--- config.mk ---
export PLATFORM = sky130hd
export DESIGN_NAME = id_ex_stage_reg
export DESIGN_NICKNAME = d
export VERILOG_FILES = /design/src/rtl/id_ex_stage_reg.sv
export SDC_FILE = /design/constraint.sdc
export NUM_CORES = 1
export LEC_CHECK = 0
export ABC_AREA = 1
export CAP_MARGIN = 20
export CORE_AREA = 2 2 137 139
export DETAILED_ROUTE_END_ITERATION = 8
export DIE_AREA = 0 0 139 141
export PLACE_DENSITY = 0.8
export SETUP_SLACK_MARGIN = 0.4
export SLEW_MARGIN = 20
export SYNTH_ARGS = -nofsm -noshare
export SYNTH_HDL_FRONTEND = slang
export SYNTH_SLANG_ARGS = --single-unit
--- constraint.sdc ---
create_clock -name clk -period 2.1 [get_ports clk]
set_clock_uncertainty 0.1 [all_clocks]
set_input_delay 0.315 -clock clk [delete_from_list [all_inputs] [get_ports clk]]
set_output_delay 0.315 -clock clk [all_outputs]
set_load 0.01 [all_outputs]
--- src/rtl/id_ex_stage_reg.sv ---
// ID/EX pipeline register with load-use hazard detection, bubble insertion on
// hazard or branch flush, and a saturating count of hazard bubbles.
module id_ex_stage_reg #(
    parameter int DATA_W = 32,
    parameter int REG_W  = 5,
    parameter int CNT_W  = 16
) (
    input  logic              clk,
    input  logic              rst,
    input  logic              flush,
    input  logic              id_valid,
    input  logic              id_RegDst,
    input  logic              id_RegWrite,
    input  logic              id_ALUSrc,
    input  logic              id_MemWrite,
    input  logic              id_MemRead,
    input  logic              id_MemToReg,
    input  logic              id_Branch,
    input  logic [2:0]        id_ALUOp,
    input  logic [1:0]        id_load_mode,
    input  logic [DATA_W-1:0] id_pc_plus4,
    input  logic [DATA_W-1:0] id_rs_data,
    input  logic [DATA_W-1:0] id_rt_data,
    input  logic [DATA_W-1:0] id_imm,
    input  logic [REG_W-1:0]  id_rs,
    input  logic [REG_W-1:0]  id_rt,
    input  logic [REG_W-1:0]  id_rd,
    input  logic [5:0]        id_funct,
    output logic              ex_valid,
    output logic              ex_RegDst,
    output logic              ex_RegWrite,
    output logic              ex_ALUSrc,
    output logic              ex_MemWrite,
    output logic              ex_MemRead,
    output logic              ex_MemToReg,
    output logic              ex_Branch,
    output logic [2:0]        ex_ALUOp,
    output logic [1:0]        ex_load_mode,
    output logic [DATA_W-1:0] ex_pc_plus4,
    output logic [DATA_W-1:0] ex_rs_data,
    output logic [DATA_W-1:0] ex_rt_data,
    output logic [DATA_W-1:0] ex_imm,
    output logic [REG_W-1:0]  ex_rs,
    output logic [REG_W-1:0]  ex_rt,
    output logic [REG_W-1:0]  ex_rd,
    output logic [5:0]        ex_funct,
    output logic [REG_W-1:0]  ex_write_reg,
    output logic              hazard_stall,
    output logic [CNT_W-1:0]  bubble_count
);

    typedef struct packed {
        logic              valid;
        logic              reg_dst;
        logic              reg_write;
        logic              alu_src;
        logic              mem_write;
        logic              mem_read;
        logic              mem_to_reg;
        logic              branch;
        logic [2:0]        alu_op;
        logic [1:0]        load_mode;
        logic [DATA_W-1:0] pc_plus4;
        logic [DATA_W-1:0] rs_data;
        logic [DATA_W-1:0] rt_data;
        logic [DATA_W-1:0] imm;
        logic [REG_W-1:0]  rs;
        logic [REG_W-1:0]  rt;
        logic [REG_W-1:0]  rd;
        logic [5:0]        funct;
        logic [REG_W-1:0]  write_reg;
    } ex_t;

    ex_t              ex_d, ex_q;
    logic [CNT_W-1:0] cnt_d, cnt_q;
    logic             uses_rt;
    logic             hazard_raw;

    // A bubble is a harmless no-op; MemToReg=1 matches the decoder's idle word.
    function automatic ex_t bubble();
        ex_t b;
        b            = '0;
        b.mem_to_reg = 1'b1;
        return b;
    endfunction

    function automatic logic [CNT_W-1:0] sat_inc(input logic [CNT_W-1:0] v);
        return (&v) ? v : v + {{(CNT_W-1){1'b0}}, 1'b1};
    endfunction

    always_comb begin
        uses_rt    = ~id_ALUSrc | id_MemWrite;
        hazard_raw = ex_q.valid & ex_q.mem_read & (ex_q.write_reg != '0) & id_valid &
                     ((ex_q.write_reg == id_rs) | (uses_rt & (ex_q.write_reg == id_rt)));
        hazard_stall = hazard_raw & ~flush;

        cnt_d = cnt_q;
        ex_d  = bubble();
        if (flush) begin
            ex_d = bubble();
        end else if (hazard_raw) begin
            ex_d  = bubble();
            cnt_d = sat_inc(cnt_q);
        end else begin
            ex_d.valid      = id_valid;
            ex_d.reg_dst    = id_RegDst;
            ex_d.reg_write  = id_RegWrite;
            ex_d.alu_src    = id_ALUSrc;
            ex_d.mem_write  = id_MemWrite;
            ex_d.mem_read   = id_MemRead;
            ex_d.mem_to_reg = id_MemToReg;
            ex_d.branch     = id_Branch;
            ex_d.alu_op     = id_ALUOp;
            ex_d.load_mode  = id_load_mode;
            ex_d.pc_plus4   = id_pc_plus4;
            ex_d.rs_data    = id_rs_data;
            ex_d.rt_data    = id_rt_data;
            ex_d.imm        = id_imm;
            ex_d.rs         = id_rs;
            ex_d.rt         = id_rt;
            ex_d.rd         = id_rd;
            ex_d.funct      = id_funct;
            ex_d.write_reg  = id_RegDst ? id_rd : id_rt;
        end
    end

    always_ff @(posedge clk) begin
        if (rst) begin
            ex_q  <= bubble();
            cnt_q <= '0;
        end else begin
            ex_q  <= ex_d;
            cnt_q <= cnt_d;
        end
    end

    assign ex_valid     = ex_q.valid;
    assign ex_RegDst    = ex_q.reg_dst;
    assign ex_RegWrite  = ex_q.reg_write;
    assign ex_ALUSrc    = ex_q.alu_src;
    assign ex_MemWrite  = ex_q.mem_write;
    assign ex_MemRead   = ex_q.mem_read;
    assign ex_MemToReg  = ex_q.mem_to_reg;
    assign ex_Branch    = ex_q.branch;
    assign ex_ALUOp     = ex_q.alu_op;
    assign ex_load_mode = ex_q.load_mode;
    assign ex_pc_plus4  = ex_q.pc_plus4;
    assign ex_rs_data   = ex_q.rs_data;
    assign ex_rt_data   = ex_q.rt_data;
    assign ex_imm       = ex_q.imm;
    assign ex_rs        = ex_q.rs;
    assign ex_rt        = ex_q.rt;
    assign ex_rd        = ex_q.rd;
    assign ex_funct     = ex_q.funct;
    assign ex_write_reg = ex_q.write_reg;
    assign bubble_count = cnt_q;

endmodule

==> metrics <==
top-area cell type share of the netlist area 62.6%; Core Region 18300 um^2; Final ANT Viol Nets 0; first-pass GRT wire length 31500 um; RSZ-0062 raised after global routing yes; CP Max Fanout 7; Cell Area, Synth 5860 um^2; Worst slew margin 80.8%; WL per Instance 16.0 um; slack of the worst reg-to-reg path 0.003 ns; die width 139 um; power density over the cells 650 nW/um^2; Setup CP Type register to register; gr ovfl total 0; clock-pin slew on the worst setup and hold paths 0.08 ns; R2R depth 15; Synth Register Bits 183; placed cells 1336; initial DRC count 197; Crit path required time 2.31 ns; largest net degree at the start of global routing 20; routed wire length 22500 um; worst setup path endpoint ex_MemToReg; Final HPWL DP 14400 um; clk sink count 183; Post-Layout Cell Count 1409; final worst-path cycle share 99.9%; Final Slew Violations 0; WP data arrival 2.31 ns; port bufs 348; Async SR Flop Fraction 0%; Net count, final 1328; Die Ht 141 um; Die ar. 19600 um^2; Fmax 477 MHz; Mapped Nets 889; P&R area growth vs syn 112%; Post-synth top flop dfxtp_1; Synthesis Warnings 0; initial antenna violation count 0; worst slew pin tran 0.287 ns; CP startpoint ex_write_reg[4]; H-tree depth 4; final core occ 68.1%; row cnt 50; Setup WS post-layout 0.00267 ns; endpoints failing hold 0; Root Buffer clkbuf_16; Initial Utilization 32.1%; CTS tree yes; GRT Overall Usage 20.7%; GPL Wtd Cong 0.796; share of layout cells above drive strength 1 24.8%; worst slack, placed -0.469 ns; ant diodes 0; Crit. End Element register; mean area per synthesized cell 8.10 um^2; RR Startpoint ex_write_reg[4]; startpoint types register; cts hold-fix bufs 0; Post-synth EDFFs 0; run status complete, no violations; Skew-Pair Late Insertion Delay 0.43 ns; Reg2Reg Capture Point ex_MemToReg; DRC errors left 0; Final setup viols 0; Ports 349; Synth Instances 723; Worst Hold Class primary input to register; Peak VDD IR 0.000649 V; Unique masters post-synth 23; sequential share of the synthesized area 62.6%; Via density 4.23; max_cap viols 0; leading post-synthesis cells by cell area dfxtp_1, nor2_1, inv_1, nand2_1, buf_4; leakage power 7.51 nW; Clock Tree Buf Depth 2; fillers 1253; Synth area leader dfxtp_1; TritonCTS buffer count 17; total power 0.00808 W; DRT Pass-1 Iters 4; vias after detailed routing 5962; Final min period 2.10 ns; vias in the first global route 6057
[critical path: stages (launching register included)]
cell     delay (ns)
dfxtp_4        0.37
buf_6          0.10
nand2_2        0.04
nand2_1        0.06
nor2_1         0.04
buf_4          0.15
nand3_4        0.06
nand2_4        0.07
buf_4          0.13
buf_6          0.11
nand2_4        0.05
nand3_4        0.08
buf_12         0.14
buf_8          0.13
buf_8          0.13
or2_1          0.21
[cell families (layout without fill, tap and decap cells)]
family          Yosys count  count (layout)  share of synthesized area, %
compound gates           15              15                          1.28
simple gates            316             316                          21.5
buf+inv                 207             659                          14.3
flops                   183             183                          62.6
fa+ha+maj                 1               1                         0.214
xor+xnor                  1               1                         0.150
[cell type report]
| type | instances | area, um^2 | area share (%) |
|---|---|---|---|
| Sequential cell | 183 | 3680 | 29.6 |
| Tap cell | 234 | 293 | 2.35 |
| Clock buffer | 17 | 425 | 3.42 |
| Clock inverter | 15 | 164 | 1.32 |
| Multi-Input combinational cell | 333 | 2200 | 17.7 |
| Inverter | 186 | 698 | 5.62 |
| Timing Repair Buffer | 441 | 4980 | 40.0 |
[cell usage after synthesis, types with 2 or more instances]
| master | n |
|---|---|
| nand4_2 | 2 |
| inv_1 | 185 |
| clkbuf_1 | 2 |
| nor2_1 | 220 |
| o21ai_0 | 4 |
| buf_4 | 15 |
| nor2_2 | 2 |
| dfxtp_1 | 183 |
| buf_2 | 4 |
| nand2_1 | 73 |
| nor3_1 | 2 |
| a21oi_1 | 9 |
| or2_1 | 2 |
| nand4_1 | 2 |
| o21ai_1 | 2 |
| nand3_1 | 9 |
[how the worst min path moves through the flow]
| stage | start | to | slack, ns | cells past startpoint |
|---|---|---|---|---|
| after global routing | id_rs_data[21] | ex_rs_data[21] | 0.30 | 3 |
| after global placement | bubble_count[14] | bubble_count[14] | 0.40 | 2 |
| final | id_imm[22] | ex_imm[22] | 0.30 | 3 |
| after CTS | id_imm[7] | ex_imm[7] | 0.28 | 3 |
| after floorplan | id_MemToReg | ex_MemToReg | 0.31 | 1 |
| after detailed placement | bubble_count[14] | bubble_count[14] | 0.41 | 2 |
[placed cells by master (no fill, tap or decap), drive strengths merged]
master and count:
nor2 222, inv 192, dfxtp 183, clkdlybuf4s50 167
dlymetal6s2s 111, buf 94, nand2 74, dlygate4sd2 68
clkbuf 18, nand3 10, a21oi 9, clkinv 9
o21ai 6, nand4 4, nor3 3, or2 2
xnor2 1, nand3b 1, ha 1
[metal layers]
metal	track usage, %	wire (um)
met1	21.3	8040
met3	7.37	1800
met4	7.18	407
met5	0	0
met2	38.8	12300
[power breakdown]
| group | switching, W | internal (W) |
|---|---|---|
| clock network | 0.00157 | 0.00160 |
| registers | 0.0000406 | 0.00359 |
| logic | 0.000528 | 0.000743 |
| total | 0.00214 | 0.00594 |
[timing repair]
item / in CTS / in global routing
gates cloned: 13 / 1
pin swaps: 11 / 10
setup buffers: 20 / 7
resized for setup: 264 / 232
setup endpoints to repair: 335 / 296
[through the flow]
| step | hold WS, ns | setup TNS [ns] | cell area, um^2 |
|---|---|---|---|
| finish | 0.303 | 0 | 12400 |
| global route | 0.298 | -3.53 | 12400 |
| CTS | 0.279 | 0 | 11700 |
| detailed placement | 0.411 | -29.04 | 9990 |
| global placement | 0.405 | -24.21 | 9990 |
| floorplan | 0.315 | 0 | 5860 |
Note: power is estimated with default switching activity, not from simulation.
